===== src/rtl/mem_arb_pkg.sv =====
`default_nettype none
// ============================================================================
// Module   : mem_arb_pkg
// Purpose  : Shared port identifiers and in-flight tag type for mem_port_arbiter.
// Revision : 1.0 - initial release
// ============================================================================
package mem_arb_pkg;

    typedef logic port_id_t;

    localparam port_id_t PORT_FETCH = 1'b0;
    localparam port_id_t PORT_DATA  = 1'b1;

    typedef struct packed {
        logic     vld;
        port_id_t port;
        logic     rd;
    } inflight_tag_t;

endpackage
`default_nettype wire


===== src/rtl/rr_arb2.sv =====
`default_nettype none
// ============================================================================
// Module   : rr_arb2
// Purpose  : Two-way round-robin grant with last-grant pointer.
//            MEM_ARB_FIXED_PRIO_EN selects fixed priority (port 1 always wins).
// Revision : 1.0 - initial release
// ============================================================================
module rr_arb2
    import mem_arb_pkg::*;
(
    input  logic       clk,
    input  logic       rst,
    input  logic [1:0] valid,
    input  logic       advance,
    output logic [1:0] grant
);

    port_id_t r_last;

    // Grant is suppressed during reset so no request looks accepted.
    always_comb begin
        grant = 2'b00;
        if (!rst) begin
`ifdef MEM_ARB_FIXED_PRIO_EN
            if (valid[1]) begin
                grant = 2'b10;
            end else if (valid[0]) begin
                grant = 2'b01;
            end
`else
            if (valid == 2'b11) begin
                grant = (r_last == PORT_DATA) ? 2'b01 : 2'b10;
            end else begin
                grant = valid;
            end
`endif
        end
    end

    always_ff @(posedge clk) begin
        if (rst) begin
            r_last <= PORT_DATA;
        end else if (advance) begin
            r_last <= grant[1];
        end
    end

endmodule
`default_nettype wire


===== src/rtl/mem_port_arbiter.sv =====
`default_nettype none
// ============================================================================
// Module   : mem_port_arbiter
// Purpose  : Shares one single-port SRAM between fetch (port 0) and data
//            (port 1) with 1-cycle read latency. Build option:
//            MEM_ARB_FIXED_PRIO_EN (port 1 always wins contention).
// Revision : 1.0 - initial release
// ============================================================================
module mem_port_arbiter
    import mem_arb_pkg::*;
#(
    parameter int XLEN = 32,
    parameter int AW   = 32
) (
    input  logic            clk,
    input  logic            rst,
    input  logic            req0_valid,
    input  logic [AW-1:0]   req0_addr,
    output logic            req0_ready,
    output logic            rsp0_valid,
    output logic [XLEN-1:0] rsp0_rdata,
    input  logic            req1_valid,
    input  logic            req1_we,
    input  logic [AW-1:0]   req1_addr,
    input  logic [XLEN-1:0] req1_wdata,
    output logic            req1_ready,
    output logic            rsp1_valid,
    output logic [XLEN-1:0] rsp1_rdata,
    output logic            mem_en,
    output logic            mem_we,
    output logic [AW-3:0]   mem_addr,
    output logic [XLEN-1:0] mem_wdata,
    input  logic [XLEN-1:0] mem_rdata
);

    logic [1:0]    w_grant;
    logic          w_accept;
    logic          w_rsp_live;
    logic          w_unused_addr_lsbs;
    inflight_tag_t r_tag;

    rr_arb2 u_arb (
        .clk     (clk),
        .rst     (rst),
        .valid   ({req1_valid, req0_valid}),
        .advance (w_accept),
        .grant   (w_grant)
    );

    assign w_accept   = |w_grant;
    assign req0_ready = w_grant[0];
    assign req1_ready = w_grant[1];

    assign mem_en    = w_accept;
    assign mem_we    = w_grant[1] & req1_we;
    assign mem_addr  = w_grant[1] ? req1_addr[AW-1:2] : req0_addr[AW-1:2];
    assign mem_wdata = req1_wdata;

    // Byte offset within the word carries no meaning for a word-wide SRAM.
    assign w_unused_addr_lsbs = ^{req0_addr[1:0], req1_addr[1:0]};

    always_ff @(posedge clk) begin
        if (rst) begin
            r_tag <= '0;
        end else begin
            r_tag.vld  <= w_accept;
            r_tag.port <= w_grant[1];
            r_tag.rd   <= w_grant[0] | ~req1_we;
        end
    end

    // Gating with rst drops a response whose accept preceded reset.
    assign w_rsp_live = r_tag.vld & ~rst;
    assign rsp0_valid = w_rsp_live & (r_tag.port == PORT_FETCH);
    assign rsp1_valid = w_rsp_live & (r_tag.port == PORT_DATA);
    assign rsp0_rdata = rsp0_valid ? mem_rdata : '0;
    assign rsp1_rdata = (rsp1_valid & r_tag.rd) ? mem_rdata : '0;

endmodule
`default_nettype wire


===== config.mk =====
export PLATFORM = sky130hd
export DESIGN_NAME = mem_port_arbiter
export DESIGN_NICKNAME = d
export VERILOG_FILES = /design/src/rtl/mem_arb_pkg.sv /design/src/rtl/rr_arb2.sv /design/src/rtl/mem_port_arbiter.sv
export SDC_FILE = /design/constraint.sdc
export NUM_CORES = 1
export LEC_CHECK = 0
export ABC_AREA = 1
export BUFFER_PORTS_ARGS = -buffer_cell sky130_fd_sc_hd__buf_2
export CAP_MARGIN = 40
export CORE_AREA = 2 2 102 104
export CTS_CLUSTER_SIZE = 14
export DETAILED_ROUTE_END_ITERATION = 10
export DIE_AREA = 0 0 104 106
export PLACE_DENSITY = 0.53
export SLEW_MARGIN = 20
export SYNTH_ARGS = -nofsm -noshare
export SYNTH_HDL_FRONTEND = slang
export SYNTH_SLANG_ARGS = --single-unit
export TNS_END_PERCENT = 20

===== constraint.sdc =====
create_clock -name clk -period 2.1 [get_ports clk]
set_input_delay 0.42 -clock clk [delete_from_list [all_inputs] [get_ports clk]]
set_output_delay 0.42 -clock clk [all_outputs]
set_load 0.02 [all_outputs]

## Yosys cells after proc, flatten, opt, wreduce, memory -nomap -nowiden

Cells that the tools add are included.

- Bits of input ports: 133
- Output and inout bits: 132
- Register bits: 4

- Muxes and demuxes: 6
- Equal/unequal tests: 1
- Reduce and logical (&&, ||, !) cells: 1
- Bitwise gates (word level): 9

Operators with widths:

| kind | count |
|---|---|
| $mux W32 | 2 |
| $mux W30 | 1 |
| $mux W2 | 3 |
| $and A1 B1 Y1 | 5 |
| $not A1 Y1 | 3 |
| $eq A2 B2 Y1 const B | 1 |
| $reduce_or A2 Y1 | 1 |
| $or A1 B1 Y1 | 1 |

## Logic depth before layout (Yosys ltp)

Gate-level depths: netlist (run 1).

- Depth after elaboration: 5
- Gate-level depth with buffers: 5
- Gate-level depth less buffers: 4

## By module

A second synthesis (run 1) with hierarchy kept.

- Cell total of the unflattened synthesis: 258
- Area, all modules: 1198.6 sq um

Modules (own cells, without submodules):

| module | area an instance (sq um) | cells each | times used |
|---|---|---|---|
| mem_port_arbiter | 1132.3 | 248 | 1 |
| rr_arb2 | 66.3 | 10 | 1 |

## Worst setup path after synthesis (run 1)

No wires, ideal clock.

- Kind: input to output
- Start: input port req1_valid
- End: output port mem_we
- Data required time: 1.680 ns
- Arrival time: 1.146 ns
- Path slack: 0.534 ns
- Stages on the path: 4
- Cells stage by stage: buf_2 nand3_2 buf_4 nor2_1

- Cells in the longest elaborated chain, start to end: 4

Ends and longest elaborated chain:

| what | RTL line | text |
|---|---|---|
| start: declaration | mem_port_arbiter.sv:22 | `input logic req1_valid,` |
| $eq A2 B2 Y1 | rr_arb2.sv:31 | `if (valid == 2'b11) begin` |
| $mux W2 (*) | rr_arb2.sv:31 |  |
| $mux W2 (*) | rr_arb2.sv:23 | `if (!rst) begin` |
| $and A1 B1 Y1 (*) | mem_port_arbiter.sv:55 | `assign mem_we = w_grant[1] & req1_we;` |
| end: declaration | mem_port_arbiter.sv:30 | `output logic mem_we,` |

Every way passes the cells marked *; elsewhere a longest branch is shown, timed or not.

## Final worst setup path (run 1)

- Start: input port rst
- End: output port mem_en

- Cells in the longest elaborated chain, start to end: 2

Ends and longest elaborated chain:

| what | RTL line | text |
|---|---|---|
| start: declaration | mem_port_arbiter.sv:16 | `input logic rst,` |
| $mux W2 | rr_arb2.sv:23 |  |
| $reduce_or A2 Y1 | mem_port_arbiter.sv:50 | `assign w_accept = \|w_grant;` |
| end: declaration | mem_port_arbiter.sv:29 | `output logic mem_en,` |

Every way passes these cells.

==> metrics.txt, run 1 <==
Placement Rows=37; Final WS setup=0.328 ns; Fill cells=1164; Post-Syn Instances=263; post-route ant nets=0; Synth Area in XOR/XNOR=0%; Peak VDD IR=0.135 mV; Clock transition at path regs=0.03 ns; DR vias/cell=3.91; leakage=0.00164 uW; critical path startpoint category=input pin; Crit Path Max Fanout=17; Seq cells post-synth=4; setup TNS=0 ns; Die Wd=104 um; Worst setup EP type=primary output; Post-Synth Adder-Cell Area=0%; CTS H-tree lvls=1; DIE AREA=11000 um2; Final Max Tran Viols=0; Area growth, synth to finish=68.0%; beginning of the critical path=rst; CP required=1.68 ns; drt pass-1 iters=5; vias in the first global route=1849; pwr/cell area=306 nW/um2; dpl ws=0.312 ns; R2R cell count=4; mux contribution to synthesized area=0%; Post-Syn Nets=roughly 400; Mapped Avg Cell Area=5.13 um2; HP Class=in -> reg; residual DRC count=0; Slew headroom=74.2%; final WL=6290 um; most frequent cell after synthesis=nand2_1; Worst-Margin Slew=0.386 ns; register area share after synthesis=5.94%; Compound-Gate Fraction of Synth Area=0.557%; main combinational cell family by area after synthesis=simple AND/OR/NAND/NOR gates; GP Congestion=0.717; Critical Path Slowest Stage Cell=buf_4; post-detail-place hpwl=approximately 5400 um; synth top area cells=buf_4, nand2_1, nor2_1; Final Hold Vio Count=0; DR WL/cell=11.3 um; CTS Buffer Depth=2; CTS Sinks=4; global-route wire length before repair=9110 um; DRT iter0 DRCs=152; root buffer cell=clkbuf_8; layout cell share with drive strength beyond 1=53.0%; yosys warns=0; CP Class=in -> out; ys async rst share=0%; critical path's largest stage delay=0.23 ns; Vias=approximately 2200; gr usage total=between 10% and 20%; Post-Synthesis Cell Area=1350 um2; Synth Area in Simple Gates=between 50% and 60%; number of diodes=0; EDFF count, synth=0; MaxCap Viol Count=0; CTS tree=built; Tmin final=1.77 ns; Bufs and invs on worst path=4; Post-synth top cells=nand2_1, nor2_1, inv_1; fin nets=between 500 and 600; Crit path depth=6; outcome=completed; largest net degree at the start of global routing=34; Ports=~270; total CTS buffers=3; leading area contributor after synthesis=buf_4; core footprint=10000 um2; final worst-path cycle share=84.4%; CP top delay family=buffers and inverters; crit path capture=mem_en; Post-CTS Hold Buffers=0; CP cell instances=buf_2, inv_4, buf_4, nand3_1, nand2_1, buf_2; grt ovf=0; Setup Buffers After CTS=0; synth unique cells=13; PortBufs=a little under 200; clock latency on the worst-skew pair=between 0.2 and 0.25 ns; Achievable Freq=around 560 MHz; Crit path arrival time=1.35 ns; initial antenna violation count=0; reg-to-reg setup timing slack=1.15 ns; Post-synth top flop=dfxtp_1; reg2reg start=u_arb.r_last; share of the synthesized area in the top cell type=21.2%; RSZ-0062 raised after global routing=false; Die Y-Extent=106 um; Most common cell on crit path=buf_2; post-CTS resize count=0; Worst R2R End=r_tag[2]; final setup fails=0; Initial Util=13.5%; Layout Skew=~0.0053 ns
## registers in the layout, summed over array words and instances, names as in the netlist
name and flops:
u_arb.r_last 1, r_tag 3
## cell type report
cell class / instances / area, um2 / share of cell area [%]
timing repair buffer: 206 / 1060 / 46.6
multi-input combinational: 168 / 766 / 33.8
tap: 136 / 170 / 7.51
inverter: 40 / 153 / 6.74
sequential: 4 / 80.1 / 3.53
clock buffer: 3 / 41.3 / 1.82
## logic make-up (layout without fill, tap and decap cells)
logic type             after synthesis  after routing
and+or+nand+nor                    167            167
DFF                                  4              4
buffers and inverters               91            249
AOI/OAI and AO/OA                    1              1
## power breakdown
part / internal (uW) / switching, uW
combinational: 168 / 276
sequential: 82.6 / 5.21
clock: 122 / 39.4
## per-stage QoR
| stage | power, uW | std cells | area, um2 | hold slack, ns | util, % |
|---|---|---|---|---|---|
| 2_1_floorplan | 429 | 263 | 1350 | 0.470 | - |
| 3_3_place_gp | 530 | 554 | 2220 | 0.484 | 22.2 |
| 3_5_place_dp | 536 | 554 | 2220 | 0.499 | 22.2 |
| 4_1_cts | 704 | 557 | 2270 | 0.444 | 22.7 |
| 5_1_grt | 753 | 557 | 2270 | 0.454 | 22.7 |
| 6_report | 694 | 557 | 2270 | 0.447 | 22.7 |
## worst min path at each step
stage	startpoint	end	depth (start not counted)
finish	req0_valid	u_arb.r_last	2
floorplan	u_arb.r_last	u_arb.r_last	2
global route	req0_valid	u_arb.r_last	2
detailed placement	u_arb.r_last	u_arb.r_last	2
global placement	u_arb.r_last	u_arb.r_last	2
CTS	req0_valid	u_arb.r_last	2
## placed cells by master, fill, tap and decap left out, drive strengths merged
master,count
buf,206
inv,40
nor2,66
nand2,67
nand4,31
clkbuf,3
dfxtp,4
nand3,3
o211ai,1
## routing by layer
| layer | routed length (um) | GRT usage, % | part of all wire [%] | vias to the layer above |
|---|---|---|---|---|
| met5 | 0 | 0 | 0 | - |
| li1 | - | - | - | 1083 |
| met3 | 619 | 3.07 | 9.8 | 12 |
| met1 | 2500 | 11.4 | 40 | 949 |
| met2 | 3030 | 18.4 | 48 | 133 |
| met4 | 138 | 3.47 | 2.2 | 0 |
No activity file was read; power rests on OpenSTA's default activity.
==> run 2: changes to the inputs <==
--- a/config.mk
+++ b/config.mk
@@ -5,14 +5,14 @@
 export SDC_FILE = /design/constraint.sdc
 export NUM_CORES = 1
 export LEC_CHECK = 0
-export ABC_AREA = 1
+export ABC_AREA = 0
 export BUFFER_PORTS_ARGS = -buffer_cell sky130_fd_sc_hd__buf_2
 export CAP_MARGIN = 40
 export CORE_AREA = 2 2 102 104
 export CTS_CLUSTER_SIZE = 14
 export DETAILED_ROUTE_END_ITERATION = 10
 export DIE_AREA = 0 0 104 106
-export PLACE_DENSITY = 0.53
+export PLACE_DENSITY = 0.54
 export SLEW_MARGIN = 20
 export SYNTH_ARGS = -nofsm -noshare
 export SYNTH_HDL_FRONTEND = slang
==> constraint.sdc (replaced) <==
create_clock -name clk -period 1.4 [get_ports clk]
set_input_delay 0.28 -clock clk [delete_from_list [all_inputs] [get_ports clk]]
set_output_delay 0.28 -clock clk [all_outputs]
set_load 0.02 [all_outputs]
==> metrics.txt, run 2 <==
GP Congestion=0.714 (-0.31%); Final Hold Vio Count=0 (unchanged); drt pass-1 iters=2 (-3); Post-Synth Adder-Cell Area=0% (unchanged); yosys warns=0 (unchanged); leading area contributor after synthesis=mux2_4; Switching Share=36.6% (-9.7 points); HP Class=in -> reg; Achievable Freq=591 MHz; MaxCap Viol Count=0 (unchanged); final worst-path cycle share=121%; Final Max Tran Viols=0 (unchanged); Net Sw Power=404 uW (+26%); Critical Path Slowest Stage Cell=dfxtp_2; Worst R2R End=r_tag[0]; Mapped Avg Cell Area=8.22 um2 (+60%); biggest regs=r_tag x3, u_arb.r_last x1; gr usage total=8.75% (-1.4 points); global-route wire length before repair=7890 um (-13%); worst hold path endpoint=r_tag[0]; met1 usage in global routing=7.37% (-4.0 points); number of diodes=0 (unchanged); reg2reg start=u_arb.r_last; post-route ant nets=0 (unchanged); CTS Sinks=4 (unchanged); Final WS setup=-0.291 ns (-0.619 ns); largest net degree at the start of global routing=19 (-44%); final setup fails=96 (+96); leakage=0.00166 uW (+1.6%); Layout Skew=0.00123 ns (-0.00410 ns); DR WL/cell=12.2 um (+8.4%); Post-Synthesis Cell Area=1310 um2 (-3.2%); RSZ-0062 raised after global routing=true; EDFF count, synth=0 (unchanged); main combinational cell family by area after synthesis=simple AND/OR/NAND/NOR gates; share of the synthesized area in the top cell type=23.0% (+1.8 points); CTS Buffer Depth=2 (unchanged); fin nets=464 (-17%); Worst-Margin Slew=0.288 ns (-0.0985 ns); Post-synth top cells=and2_1, and3_1, buf_4; ys async rst share=0% (unchanged); synth top area cells=mux2_4, buf_4, and2_1; WHS Path Cells=2 (unchanged); Area growth, synth to finish=115%; leading cell type in the layout, fill and taps excluded=buf_2; CTS tree=built; most frequent cells in the layout=buf_2, buf_6, and3_1, buf_4, and2_1; Clock transition at path regs=0.03 ns (about the same); Peak VDD IR=0.204 mV (+51%); Synth Area in Simple Gates=36.0% (-20 points); Worst setup EP type=primary output; register name with the most flops=r_tag; Tmin final=1.69 ns; max FFs per register=3 (unchanged); Vias=1796 (-18%); Post-synth top flop=dfxtp_1; CP Class=reg -> out; CP cell instances=nand2_2, nand3b_4, buf_4, mux2_4, buf_2; Crit path arrival time=1.41 ns (+0.06 ns); Initial Util=13.1% (-0.43 points); Compound-Gate Fraction of Synth Area=1.15% (+0.59 points); Seq cells post-synth=4 (unchanged); clock latency on the worst-skew pair=0.21 ns (about the same); mux contribution to synthesized area=31.6% (+32 points); grt ovf=0 (unchanged); register area share after synthesis=6.13% (+0.19 points); Post-Syn Nets=292 (-26%); total power=1100 uW (+59%); critical path startpoint category=flip-flop; synth unique cells=19 (+6); Synth Area in XOR/XNOR=0% (unchanged); initial antenna violation count=0 (unchanged); Ports=265 (unchanged); internal power=700 uW (+88%); residual DRC count=0 (unchanged); Die Y-Extent=106 um (unchanged); R2R cell count=4 (unchanged); hold wc startpoint=req1_we; Slew headroom=80.6% (+6.4 points); layout cell share with drive strength beyond 1=76.3% (+23 points); DIE AREA=11000 um2 (unchanged); pwr/cell area=393 nW/um2 (+28%); Crit Path Max Fanout=6 (-11); met3 GRT Util=3.37% (+0.31 points); root buffer cell=clkbuf_8; Most Crowded Layer GR=met2; outcome=finished with violations; Post-Syn Instances=159 (-40%); CP required=1.12 ns (-0.56 ns); Combinational Power Share=66.7% (+2.7 points); violated checks=negative setup slack; CTS H-tree lvls=1 (unchanged); total CTS buffers=3 (unchanged); reg-to-reg setup timing slack=0.35 ns (-0.80 ns); Die Wd=104 um (unchanged); vias in the first global route=1693 (-8.4%); Hold WS=0.282 ns (-0.165 ns); clock power share=21.7% (-1.6 points); Seq pwr share=11.6% (-1.1 points); DRT iter0 DRCs=46 (-70%); Placement Rows=37 (unchanged); critical path's largest stage delay=0.31 ns (+0.08 ns); PortBufs=196 (unchanged); final WL=5690 um (-9.5%); post-detail-place hpwl=4370 um (-19%); DR vias/cell=3.86 (-1.2%); met2 Use GR=18.7% (+0.23 points); core footprint=10000 um2 (unchanged)
==> run 2: cell count changes after synthesis, moves of 30 or more <==
cell / before / now
and3_1: 0 / 32
nand2_1: 67 / 1
inv_1: 39 / 4
and2_1: 0 / 32
nor2_1: 56 / 5
nand4_1: 30 / 0
==> run 2: layout make-up <==
type / count / area, um2
clock buffer: 3 / 41.3
fill: 1081 / 7190
inverter: 4 / 15.0
tap: 136 / 170
multi-input combinational: 107 / 928
timing repair buffer: 211 / 1570
sequential: 4 / 83.8
==> run 2: repair_timing <==
item	4_1_cts	5_1_grt
setup buffers	0	2
endpoints found under the setup margin	99	99
gates cloned	1	0
hold buffers	0	0
pin swaps	1	6
resized for setup	116	42
==> run 2: worst max-delay path by stage <==
stage            startpoint            to  slack [ns]  depth (start not counted)
5_1_grt        u_arb.r_last  mem_addr[24]       -0.34                          5
6_report       u_arb.r_last  mem_addr[11]       -0.29                          5
3_5_place_dp     req0_valid  mem_addr[29]       -0.18                          6
2_1_floorplan  u_arb.r_last  mem_addr[22]        0.04                          4
4_1_cts        u_arb.r_last  mem_addr[28]       -0.29                          5
3_3_place_gp            rst  mem_addr[29]       -0.18                          5
==> run 2: per-stage QoR <==
step	instance area [um2]	instances	worst slack (ns)	utilization, %	setup TNS [ns]
floorplan	1310	159	0.0445	-	0
finish	2810	465	-0.291	28.1	-16.31
CTS	2660	463	-0.294	26.6	-18.45
global placement	2250	459	-0.180	22.5	-10.40
global route	2810	465	-0.343	28.1	-22.30
detailed placement	2250	459	-0.178	22.5	-11.59
==> run 2: cell families after synthesis <==
family,count (synthesis)
DFF,4
muxes,30
AOI/OAI and AO/OA,3
and+or+nand+nor,74
buffers and inverters,48
==> run 2: layer usage <==
layer	share of wire, %	vias to the layer above
li1	-	842
met1	30	804
met2	58	132
met3	11	18
met4	1.5	0
met5	0	-
==> run 2: critical path: cells and delay by family, from the launching register on <==
kind | cells | cell delay (ns)
buf+inv | 2 | 0.37
flops | 1 | 0.31
mux | 1 | 0.29
simple gates | 2 | 0.23
==> run 2: power by group through the flow <==
stage	Sequential [uW]	Combinational [uW]	Clock [uW]
2_1_floorplan	128	477	0
6_report	128	737	239
5_1_grt	129	785	251
3_5_place_dp	128	629	0
4_1_cts	128	686	246
3_3_place_gp	128	618	0
==> run 3: changes to the inputs <==
--- a/config.mk
+++ b/config.mk
@@ -8,13 +8,17 @@
 export ABC_AREA = 0
 export BUFFER_PORTS_ARGS = -buffer_cell sky130_fd_sc_hd__buf_2
 export CAP_MARGIN = 40
-export CORE_AREA = 2 2 102 104
+export CELL_PAD_IN_SITES_DETAIL_PLACEMENT = 1
+export CELL_PAD_IN_SITES_GLOBAL_PLACEMENT = 1
+export CORE_MARGIN = 2
+export CORE_UTILIZATION = 12
 export CTS_CLUSTER_SIZE = 14
 export DETAILED_ROUTE_END_ITERATION = 10
-export DIE_AREA = 0 0 104 106
-export PLACE_DENSITY = 0.54
+export HOLD_SLACK_MARGIN = 0.03
+export PLACE_DENSITY = 0.82
 export SLEW_MARGIN = 20
 export SYNTH_ARGS = -nofsm -noshare
 export SYNTH_HDL_FRONTEND = slang
+export SYNTH_HIERARCHICAL = 1
 export SYNTH_SLANG_ARGS = --single-unit
 export TNS_END_PERCENT = 20
==> metrics.txt, run 3 <==
outcome=finished with violations; violated checks=negative setup slack; Fill cells=1216 (+12%); Final Hold Vio Count=0 (unchanged); Mapped Avg Cell Area=7.99 um2 (-2.8%); CTS tree=built; vias in the first global route=1785 (+5.4%); DRT iter0 DRCs=47 (+2.2%); synth top area cells=and2_1, mux2_2, buf_4; GP Congestion=0.705 (-1.4%); leakage=0.00159 uW (-4.4%); Seq pwr share=11.6% (about the same); DR vias/cell=3.77 (-2.4%); clock power share=22.1% (+0.4 points); root buffer cell=clkbuf_8; total CTS buffers=3 (unchanged); register area share after synthesis=6.43% (+0.30 points); drt pass-1 iters=3 (+1); Post-synth top cells=and2_1, buf_4, mux2_2; MaxCap Viol Count=0 (unchanged); Die Wd=106 um (+1.8%); Post-synth top flop=dfxtp_1; reg-to-reg setup timing slack=-0.02 ns (-0.37 ns); Clock transition at path regs=0.03 ns (about the same); Post-Syn Instances=156 (-1.9%); max FFs per register=3 (unchanged); residual DRC count=0 (unchanged); synth unique cells=19 (unchanged); DR WL/cell=13.7 um (+12%); yosys warns=6 (+6); critical path startpoint category=flip-flop; Ports=265 (unchanged); beginning of the critical path=u_arb/r_last; Achievable Freq=563 MHz (-4.9%); Final WS setup=-0.378 ns (-0.0864 ns); pwr/cell area=376 nW/um2 (-4.2%); gr usage total=9.51% (+0.76 points); post-route ant nets=0 (unchanged); internal power=724 uW (+3.4%); CTS Sinks=4 (unchanged); HP Class=in -> reg; biggest regs=r_tag x3, u_arb/r_last x1; setup TNS=-19.38 ns (-3.07 ns); Final Max Tran Viols=0 (unchanged); share of the synthesized area in the top cell type=32.6% (+9.6 points); reg2reg start=u_arb/r_last; largest net degree at the start of global routing=34 (+15); ys async rst share=0% (unchanged); DIE AREA=11200 um2 (+1.7%); Combinational Power Share=66.4% (-0.3 points); Worst R2R End=u_arb/r_last; most frequent cell after synthesis=and2_1; R2R cell count=5 (+1); leading cell type in the layout, fill and taps excluded=buf_2; Net Sw Power=388 uW (-3.9%); Post-Synthesis Cell Area=1250 um2 (-4.6%); Peak VDD IR=0.401 mV (+96%); final WL=6370 um (+12%); Area growth, synth to finish=137%; CTS Buffer Depth=2 (unchanged); Vias=1750 (-2.6%); EDFF count, synth=0 (unchanged); grt ovf=0 (unchanged); global-route wire length before repair=8800 um (+12%); Post-CTS Hold Buffers=0 (unchanged); Post-Syn Nets=289 (-1.0%); CP Class=reg -> out; RSZ-0062 raised after global routing=true; Worst-Margin Slew=0.181 ns (-0.107 ns); CP required=1.12 ns (about the same); number of diodes=0 (unchanged); Initial Util=12.2% (-0.83 points); CTS H-tree lvls=1 (unchanged); total power=1110 uW (+0.75%); Seq cells post-synth=4 (unchanged); final worst-path cycle share=127% (+6.2 points); Layout Skew=0.00392 ns (+0.00269 ns); crit path capture=mem_addr[28]; Placement Rows=37 (unchanged); PortBufs=196 (unchanged); most frequent cells in the layout=buf_2, buf_6, and2_1; fin nets=463 (-0.22%); post-detail-place hpwl=4660 um (+6.6%); Tmin final=1.78 ns (+0.0864 ns); final setup fails=100 (+4.2%); Switching Share=34.9% (-1.7 points); Slew headroom=88.0% (+7.4 points); layout cell share with drive strength beyond 1=81.4% (+5.1 points); Crit Path Max Fanout=6 (unchanged); Die Y-Extent=106 um (about the same); initial antenna violation count=0 (unchanged); Crit path arrival time=1.50 ns (+0.09 ns); clock latency on the worst-skew pair=0.22 ns (about the same); leading area contributor after synthesis=and2_1; register name with the most flops=r_tag; core footprint=10200 um2 (+1.9%); Worst setup EP type=primary output
run 3: changes by cell type after synthesis, sizes merged, moves of 2 or more:
cell	previous run	this run
and3	32	2
nor2	5	0
nor2b	0	2
clkbuf	5	2
and2	32	65
o21ai	2	0
inv	4	2
run 3: stage by stage:
| stage | util (%) | hold slack [ns] | instance area [um2] | instances | setup WS (ns) |
|---|---|---|---|---|---|
| after detailed placement | 22.9 | 0.493 | 2330 | 457 | -0.259 |
| after floorplan | - | 0.349 | 1390 | 156 | -0.0785 |
| final | 29.0 | 0.271 | 2960 | 464 | -0.378 |
| after global placement | 22.9 | 0.492 | 2330 | 457 | -0.229 |
| after global routing | 29.0 | 0.277 | 2960 | 464 | -0.412 |
| after CTS | 27.3 | 0.265 | 2780 | 460 | -0.393 |
run 3: kinds of logic after synthesis:
group	count (synthesis)	share of synthesized area (%)
mux	30	27.1
flops	4	6.43
buf+inv	44	25.4
compound gates	2	1.20
simple gates	76	39.9
run 3: worst max-delay path, stage by stage, from the launching register on:
cell and delay, ns:
dfxtp_2 0.31, nand2_2 0.07, and3_4 0.27, clkbuf_16 0.18
mux2_4 0.31, buf_6 0.13
run 3: worst min path at each step:
stage / start / end / cells past startpoint
detailed placement: req1_we / r_tag[0] / 2
finish: req1_we / r_tag[0] / 2
global route: req1_we / r_tag[0] / 2
global placement: req1_we / r_tag[0] / 2
floorplan: rst / r_tag[0] / 1
CTS: req1_we / r_tag[0] / 2
run 3: area by class of cell:
cell class / instances / area [um2] / area share [%]
clock buffers: 3 / 41.3 / 1.40
repair buffers: 210 / 1630 / 55.2
inverters: 2 / 7.51 / 0.254
multi-input cells: 109 / 1020 / 34.5
flip-flops and latches: 4 / 83.8 / 2.84
well taps: 136 / 170 / 5.76
run 3: what timing repair did:
| action | CTS | global route |
|---|---|---|
| cloned | 0 | 3 |
| pin swaps | 2 | 11 |
| buffers inserted | 0 | 1 |
| resized for setup | 136 | 35 |
| endpoints found under the setup margin | 99 | 100 |
run 3: power by group through the flow:
stage                     clock [uW]  combinational [uW]  sequential [uW]
after floorplan                    0                 475              128
after global placement             0                 594              128
after detailed placement           0                 610              129
after CTS                        255                 680              129
after global routing             262                 786              129
final                            245                 738              129
run 3: per-layer routing:
layer | track usage, % | up-vias | share of wire, %
li1 | - | 814 | -
met1 | 9.38 | 785 | 34
met2 | 19.5 | 141 | 54
met3 | 2.51 | 10 | 10
met4 | 2.07 | 0 | 1.0
met5 | 0 | - | 0
